`src/rtl/spi_reg_bridge.sv`:
```
// SPI slave (mode 0) that decodes one instr/addr/data frame into a single register-bus access.
// SPI pins are oversampled on clk; MOSI is taken on sck rise and MISO is updated on sck fall.
module spi_reg_bridge #(
    parameter int         SYNC_STAGES = 2,
    parameter int         TIMEOUT     = 48,
    parameter logic [7:0] WRITE_INSTR = 8'h00,
    parameter logic [7:0] READ_INSTR  = 8'h01
) (
    input  logic        clk,
    input  logic        rst,
    input  logic        spi_sck,
    input  logic        spi_ss_n,
    input  logic        spi_mosi,
    output logic        spi_miso,
    output logic        bus_req,
    output logic        bus_we,
    output logic [31:0] bus_addr,
    output logic [31:0] bus_wdata,
    input  logic        bus_ready,
    input  logic [31:0] bus_rdata,
    input  logic        bus_err,
    output logic        busy
);

    localparam int TW = $clog2(TIMEOUT + 1);

    typedef enum logic [3:0] {
        S_IDLE, S_INSTR, S_GAP, S_ADDR, S_WDATA,
        S_DUMMY, S_RDATA, S_STATUS, S_DONE, S_ABORT
    } state_t;

    state_t state, state_n;

    logic [SYNC_STAGES-1:0] sck_sync, ss_sync, mosi_sync;
    logic        sck_d;
    logic        sck_s, ss_s, mosi_s, rise, fall;
    logic [4:0]  cnt, cnt_n;
    logic [30:0] shreg;
    logic [31:0] rx_word, addr_hold, tx, rdata_q;
    logic        is_read;
    logic        st_bad, st_tmo, st_err, st_ok;
    logic [7:0]  status;
    logic [TW-1:0] tcnt;
    logic        frame_start, latch_instr, latch_addr, issue, load_rd, load_st, set_bad;

    assign sck_s   = sck_sync[SYNC_STAGES-1];
    assign ss_s    = ss_sync[SYNC_STAGES-1];
    assign mosi_s  = mosi_sync[SYNC_STAGES-1];
    // Edges are ignored while the slave is deselected.
    assign rise    = sck_s & ~sck_d & ~ss_s;
    assign fall    = ~sck_s & sck_d & ~ss_s;
    assign rx_word = {shreg, mosi_s};
    assign status  = {4'b0000, st_bad, st_tmo, st_err, st_ok};
    assign busy    = (state != S_IDLE);

    always_ff @(posedge clk or posedge rst) begin
        if (rst) begin
            sck_sync  <= '0;
            ss_sync   <= '1;
            mosi_sync <= '0;
            sck_d     <= 1'b0;
        end else begin
            sck_sync  <= {sck_sync[SYNC_STAGES-2:0], spi_sck};
            ss_sync   <= {ss_sync[SYNC_STAGES-2:0], spi_ss_n};
            mosi_sync <= {mosi_sync[SYNC_STAGES-2:0], spi_mosi};
            sck_d     <= sck_s;
        end
    end

    always_ff @(posedge clk or posedge rst) begin
        if (rst) begin
            state <= S_IDLE;
            cnt   <= '0;
        end else begin
            state <= state_n;
            cnt   <= cnt_n;
        end
    end

    always_comb begin
        state_n     = state;
        cnt_n       = cnt;
        frame_start = 1'b0;
        latch_instr = 1'b0;
        latch_addr  = 1'b0;
        issue       = 1'b0;
        load_rd     = 1'b0;
        load_st     = 1'b0;
        set_bad     = 1'b0;
        case (state)
            S_IDLE: begin
                if (!ss_s) begin
                    state_n     = S_INSTR;
                    cnt_n       = '0;
                    frame_start = 1'b1;
                end
            end
            S_ABORT: begin
                if (!bus_req) state_n = S_IDLE;
            end
            S_DONE: begin
                if (ss_s) state_n = bus_req ? S_ABORT : S_IDLE;
            end
            default: begin
                // An access already on the bus must finish before returning to IDLE.
                if (ss_s) begin
                    state_n = bus_req ? S_ABORT : S_IDLE;
                    cnt_n   = '0;
                end else if (rise) begin
                    cnt_n = cnt + 5'd1;
                    case (state)
                        S_INSTR: begin
                            if (cnt == 5'd7) begin
                                cnt_n       = '0;
                                latch_instr = 1'b1;
                                if (rx_word[7:0] == WRITE_INSTR || rx_word[7:0] == READ_INSTR) begin
                                    state_n = S_GAP;
                                end else begin
                                    state_n = S_DONE;
                                    set_bad = 1'b1;
                                end
                            end
                        end
                        S_GAP: begin
                            cnt_n   = '0;
                            state_n = S_ADDR;
                        end
                        S_ADDR: begin
                            if (cnt == 5'd31) begin
                                cnt_n      = '0;
                                latch_addr = 1'b1;
                                if (is_read) begin
                                    issue   = 1'b1;
                                    state_n = S_DUMMY;
                                end else begin
                                    state_n = S_WDATA;
                                end
                            end
                        end
                        S_WDATA: begin
                            if (cnt == 5'd31) begin
                                cnt_n   = '0;
                                issue   = 1'b1;
                                state_n = S_DUMMY;
                            end
                        end
                        S_DUMMY: begin
                            if (cnt == 5'd7) begin
                                cnt_n = '0;
                                if (is_read) begin
                                    load_rd = 1'b1;
                                    state_n = S_RDATA;
                                end else begin
                                    load_st = 1'b1;
                                    state_n = S_STATUS;
                                end
                            end
                        end
                        S_RDATA: begin
                            if (cnt == 5'd31) begin
                                cnt_n   = '0;
                                load_st = 1'b1;
                                state_n = S_STATUS;
                            end
                        end
                        S_STATUS: begin
                            if (cnt == 5'd7) begin
                                cnt_n   = '0;
                                state_n = S_DONE;
                            end
                        end
                        default: ;
                    endcase
                end
            end
        endcase
    end

    always_ff @(posedge clk or posedge rst) begin
        if (rst) begin
            shreg     <= '0;
            is_read   <= 1'b0;
            addr_hold <= '0;
        end else begin
            if (rise)        shreg     <= rx_word[30:0];
            if (latch_instr) is_read   <= (rx_word[7:0] == READ_INSTR);
            if (latch_addr)  addr_hold <= rx_word;
        end
    end

    // Bus access: request held until ready or the timeout counter expires.
    always_ff @(posedge clk or posedge rst) begin
        if (rst) begin
            bus_req   <= 1'b0;
            bus_we    <= 1'b0;
            bus_addr  <= '0;
            bus_wdata <= '0;
            tcnt      <= '0;
            rdata_q   <= '0;
            st_bad    <= 1'b0;
            st_tmo    <= 1'b0;
            st_err    <= 1'b0;
            st_ok     <= 1'b0;
        end else begin
            if (frame_start) begin
                rdata_q <= '0;
                st_bad  <= 1'b0;
                st_tmo  <= 1'b0;
                st_err  <= 1'b0;
                st_ok   <= 1'b0;
            end
            if (set_bad) st_bad <= 1'b1;
            if (bus_req) begin
                if (bus_ready) begin
                    bus_req <= 1'b0;
                    st_err  <= bus_err;
                    st_ok   <= ~bus_err;
                    if (!bus_we) rdata_q <= bus_rdata;
                end else if (tcnt == TW'(TIMEOUT - 1)) begin
                    bus_req <= 1'b0;
                    st_tmo  <= 1'b1;
                    rdata_q <= '0;
                end else begin
                    tcnt <= tcnt + 1'b1;
                end
            end else if (issue) begin
                bus_req  <= 1'b1;
                tcnt     <= '0;
                bus_we   <= ~is_read;
                bus_addr <= is_read ? rx_word : addr_hold;
                if (!is_read) bus_wdata <= rx_word;
            end
        end
    end

    always_ff @(posedge clk or posedge rst) begin
        if (rst) begin
            tx       <= '0;
            spi_miso <= 1'b0;
        end else begin
            if (load_rd) begin
                tx <= rdata_q;
            end else if (load_st) begin
                tx <= {status, 24'h000000};
            end else if (fall && (state == S_RDATA || state == S_STATUS)) begin
                tx <= {tx[30:0], 1'b0};
            end
            if (fall) begin
                spi_miso <= (state == S_RDATA || state == S_STATUS) ? tx[31] : 1'b0;
            end else if (state == S_IDLE || state == S_DONE || state == S_ABORT) begin
                spi_miso <= 1'b0;
            end
        end
    end

endmodule

```
`config.mk`:
```
export PLATFORM = sky130hd
export DESIGN_NAME = spi_reg_bridge
export DESIGN_NICKNAME = d
export VERILOG_FILES = /design/src/rtl/spi_reg_bridge.sv
export SDC_FILE = /design/constraint.sdc
export NUM_CORES = 1
export LEC_CHECK = 0
export BUFFER_PORTS_ARGS = -buffer_cell sky130_fd_sc_hd__buf_4
export CORE_ASPECT_RATIO = 1.5
export CORE_UTILIZATION = 35
export CTS_CLUSTER_DIAMETER = 120
export DETAILED_ROUTE_END_ITERATION = 16
export PLACE_DENSITY_LB_ADDON = 0.05
export SLEW_MARGIN = 20
export SYNTH_ARGS = -nofsm -noshare
export SYNTH_HDL_FRONTEND = slang
export SYNTH_SLANG_ARGS = --single-unit
```
`constraint.sdc`:
```
create_clock -name clk -period 12.1 [get_ports clk]
set_clock_uncertainty 0.1 [all_clocks]
set_input_delay 1.21 -clock clk [delete_from_list [all_inputs] [get_ports clk]]
set_output_delay 1.21 -clock clk [all_outputs]
set_load 0.005 [all_outputs]
```
=== Word level (Yosys, flattened, before mapping) ===
Index checks and enable logic that the tools add are counted.

* Input port bits: 39
* Output and inout bits: 68
* Word-level logic and storage cells: 173
* Register bits: 221

* Muxes and demuxes: 91
* Bitwise logic cells: 11
* Equal/unequal tests: 24
* Reductions and logical operators: 24
* $add $sub $neg: 2

{| class="wikitable"
|+ Operators with widths
! kind !! count
|-
| 32-bit 2-to-1 mux || 9
|-
| 1-bit 2-to-1 mux || 54
|-
| 4-bit 2-to-1 mux || 13
|-
| 4-bit one-hot mux with 7 select lines || 1
|-
| 5-bit 2-to-1 mux || 5
|-
| 6-bit 2-to-1 mux || 4
|-
| 5-bit != test (second input constant) || 4
|-
| 4-bit by 3-bit == test with 1-bit output (second input constant) || 4
|-
| 5-bit one-hot mux with 3 select lines || 1
|-
| 4-bit one-hot mux with 3 select lines || 1
|-
| 11-bit AND reduction || 1
|-
| 2-bit != test (second input constant) || 5
|-
| 5-bit by 3-bit != test with 1-bit output (second input constant) || 2
|-
| 5-bit one-hot mux with 2 select lines || 1
|-
| 10-bit nonzero test || 1
|-
| 3-bit AND reduction || 3
|-
| 3-bit OR reduction || 3
|-
| 4-bit by 2-bit == test with 1-bit output (second input constant) || 2
|-
| 4-bit == test (second input constant) || 2
|-
| 8-bit by 1-bit == test with 1-bit output (second input constant) || 1
|-
| 8-bit logical NOT || 1
|-
| 4-bit nonzero test || 2
|-
| 1-bit NOT || 7
|-
| 6-bit by 1-bit adder with 6-bit output (second input constant) || 1
|-
| 14 further kinds || 24
|}

=== Longest topological paths before layout ===
* Word-level depth: 9
* Gate-level depth with buffers: 10
* Gate-level depth less buffers: 8

=== Least setup slack after synthesis ===
Ideal clock, no wire load.

* Path kind: register to register
* Start point: reg cnt[0]
* End point: reg addr_hold[10]
* Period minus slack after synthesis: 2.643 ns
* Data required time: 11.875 ns
* Setup time: 0.125 ns
* Cell stages (with the launch flop): 11
* Arrival time: 2.418 ns
* Path slack: 9.457 ns
* Path buffers: 2
* Cell sequence: dfrtp_1 ha_1 and3_1 ha_1 nor4bb_1 nor3_2 a31oi_2 or2_1 buf_6 buf_6 mux2_4

* Longest elaborated chain between the ends: 6

{| class="wikitable"
|+ Ends and longest elaborated chain
! what !! line !! text
|-
| start, declared || 37 || <nowiki>logic [4:0] cnt, cnt_n;</nowiki>
|-
| start signal, assigned || 76 || <nowiki>cnt <= cnt_n;</nowiki>
|-
| 5-bit == test || 129 || <nowiki>if (cnt == 5'd31) begin</nowiki>
|-
| 1-bit 2-to-1 mux || 129 ||
|-
| 1-bit 2-to-1 mux || 111 || <nowiki>case (state)</nowiki>
|-
| 1-bit 2-to-1 mux || 109 || <nowiki>end else if (rise) begin</nowiki>
|-
| 1-bit 2-to-1 mux || 106 || <nowiki>if (ss_s) begin</nowiki>
|-
| 1-bit 2-to-1 mux || 90 || <nowiki>case (state)</nowiki>
|-
| end signal, assigned || 187 || <nowiki>if (latch_addr) addr_hold <= rx_word;</nowiki>
|-
| end, declared || 39 || <nowiki>logic [31:0] rx_word, addr_hold, tx, rdata_q;</nowiki>
|}

No other way between the ends.
A chain may end at the register's enable or synchronous reset.

=== Worst setup path after layout ===
* Start point: reg cnt[0]
* End point: reg addr_hold[30]

Same word-level chain as after synthesis.

==> run_results.csv <==
group,metric,value,unit
clocking,cts-resized-gates,0,
synthesis,syn_inst,820,
sta,post-route-period-util,0.272,
synthesis,synth_edf_count,0,
die,rows,74,
sta,rsz0062_at_grt,"false",
outcome,run_status,"finished with violations",
setup_path,r2r-end,"addr_hold[30]",
clocking,worstSkewPairLatency,0.52,ns
sta,drv_slew,0,
sta,finalWorstSetupSlack,8.81,ns
die,io_pins,107,
place,dp.final_hpwl,14.3,mm
clocking,cts_tree,"built",
synthesis,seq_area_frac_synth,0.568,
clocking,ctsHoldBuffers,0,
route,viasPerCell,5.21,
global_route,first_global_vias,7059,
place,dp_slack,8.68,ns
synthesis,synth_area,9750,sq um
setup_path,critPathKind,"reg -> reg",
sta,relSlewSlack,0.437,
worst_hold_path,worstHoldStart,"sck_sync[0]",
sta,fin_tns_setup,0,ns
die,start_util,0.357,
clocking,root_buffer,"clkbuf_16",
sta,setup_viol,0,
sta,worst_pin_slew,0.844,ns
worst_hold_path,holdPathEnd,"sck_sync[1]",
final_layout,drive_gt1_frac,0.289,
route,vias,6577,
route,antenna_left,0,
global_route,grt_usage,0.164,
power_and_ir_drop,irDropWorstVdd,0.0000950,V
clocking,cts.sinks,221,
sta,clock.fmax,0.304,GHz
power_and_ir_drop,p_leak,5.31,nW
setup_path,crit_path_end_kind,"register",
route,first_pass_iters,10,
route,drc,15,
setup_path,worstRegToRegCells,8,
synthesis,synthesis.nets,862,
place,io_buffers,106,
synthesis,yosysTopAreaCell,"dfrtp_1",
sta,hold_violations,0,
route,wl_per_cell,18.1,um
die,die_w,138,um
worst_hold_path,hp-class,"reg -> reg",
outcome,violations,"design-rule violations",
synthesis,synth_top_area_share,0.562,
synthesis,ys_ff_latch,221,
sta,period_needed,3.29,ns
clocking,h-tree-depth,1,
final_layout,num_antenna_cells,0,
setup_path,crit_required,12.40,ns
run,maxCapViolCount,0,
final_layout,nFillCells,2545,
setup_path,arrival,3.60,ns
route,routed_wl,22.8,mm
global_route,grt_start_max_net_pins,144,
worst_hold_path,min_path_cells,0,
route,drtIter0Drc,288,
final_layout,area_growth,18.6,%
die,core,27300,sq um
synthesis,ys.flop_type,"dfrtp_1",
synthesis,avgSynthCellArea,11.9,sq um
clocking,post-cts-setup-buffers,0,
synthesis,ys_async_sr_fraction,1.00,
die,die_h,206,um
power_and_ir_drop,power_density,153,nW/um^2
global_route,antenna_found_initial,0,
clocking,clockBufferDepth,3,
synthesis,ys_types,67,
global_route,grt_pass1_wl,37.7,mm
setup_path,crit_start,"cnt[0]",
setup_path,cp_max_fo,24,
final_layout,final_nets,946,
clocking,numCtsBuffers,23,
setup_path,r2r_start,"cnt[0]",
synthesis,yosysWarnings,0,
place,gp_congestion,0.823,
synthesis,synth.most_common_cell,"dfrtp_1",
clocking,clk_pin_slew,0.06,ns
synthesis,synth_area_leaders,"dfrtp_1, mux2_2, mux2i_1",
setup_path,cp-start-kind,"register",
setup_path,reg2reg_slack,8.81,ns
synthesis,synth_commonest_cells,"dfrtp_1, nand2_1, mux2_2, mux2i_1, o21ai_0",
die,dieArea,28500,sq um
global_route,gr-total-overflow,0,
cell usage in the layout (no fill, tap or decap), types with 4 or more instances in the layout:
cell	Yosys	layout
dfrtp_1	219	218
buf_4	6	115
nand2_1	113	113
mux2_2	75	75
mux2i_1	60	60
o21ai_0	43	43
nand3_1	42	42
a21oi_1	37	37
o31ai_1	28	28
clkbuf_16	0	23
mux2_4	19	19
nor2_1	15	14
clkbuf_1	32	10
inv_1	8	7
a22oi_1	6	6
nor2b_1	6	6
nand2b_1	6	6
xor2_1	6	6
nand4_1	5	5
clkbuf_8	0	5
or4b_1	4	4
through the flow:
stage	utilization	power, mW	hold slack, ns	area [sq um]	instances
after global placement	0.394	1.07	0.237	10800	1219
after global routing	0.423	1.85	0.255	11600	1262
after floorplan	-	1.01	0.231	9750	820
after CTS	0.422	1.80	0.250	11500	1261
final	0.423	1.77	0.248	11600	1262
after detailed placement	0.395	1.08	0.236	10800	1220
final cells by class:
type | instances | area [sq um] | share of cell area
Multi-Input combinational cell | 531 | 3900 | 0.337
Timing Repair Buffer | 118 | 922 | 0.0797
Sequential cell | 221 | 5530 | 0.479
Inverter | 9 | 41.3 | 0.00357
Clock inverter | 3 | 57.6 | 0.00498
Tap cell | 342 | 428 | 0.0370
Clock buffer | 38 | 682 | 0.0590
sequential cells by signal, summed over array words and instances (netlist names), 2 cells and up:
signal / cells
addr_hold: 32
bus_addr: 32
bus_wdata: 32
cnt: 5
mosi_sync: 2
rdata_q: 32
sck_sync: 2
shreg: 31
ss_sync: 2
state: 4
tcnt: 6
tx: 32
metal layers:
layer	global-route usage	vias up	part of all wire
li1	-	3068	-
met5	0	-	0
met4	0.0441	0	0.019
met2	0.306	126	0.53
met3	0.0220	32	0.038
met1	0.197	3351	0.42
critical path, cell delays in order (launching register included):
cell and delay (ns):
dfrtp_1 0.40, ha_1 0.25, and3_1 0.20, ha_1 0.27, nor4bb_1 0.44, nor3_2 0.12
a31oi_2 0.25, or2_2 0.72, mux2_2 0.41
how the worst max path moves through the flow:
stage	cells past startpoint	slack, ns	endpoint
floorplan	1	4.74	addr_hold[0]
global placement	3	8.78	is_read
detailed placement	3	8.68	is_read
CTS	8	8.79	addr_hold[18]
global route	8	8.65	addr_hold[30]
finish	8	8.81	addr_hold[30]
power by group:
part | internal [mW] | switching (mW)
combinational | 0.102 | 0.124
clock | 0.407 | 0.292
sequential | 0.772 | 0.0689
total | 1.28 | 0.484
cells by family (layout without fill, tap and decap cells):
| group | Yosys count | in the layout | share of synthesized area |
|---|---|---|---|
| AOI/OAI and AO/OA | 141 | 141 | 0.0935 |
| and+or+nand+nor | 226 | 226 | 0.117 |
| adders and majority gates | 3 | 3 | 0.00385 |
| DFF | 221 | 221 | 0.568 |
| muxes | 155 | 155 | 0.179 |
| buffers and inverters | 68 | 168 | 0.0344 |
| xor gates and xnor gates | 6 | 6 | 0.00539 |
(Power assumes the default switching activity.)
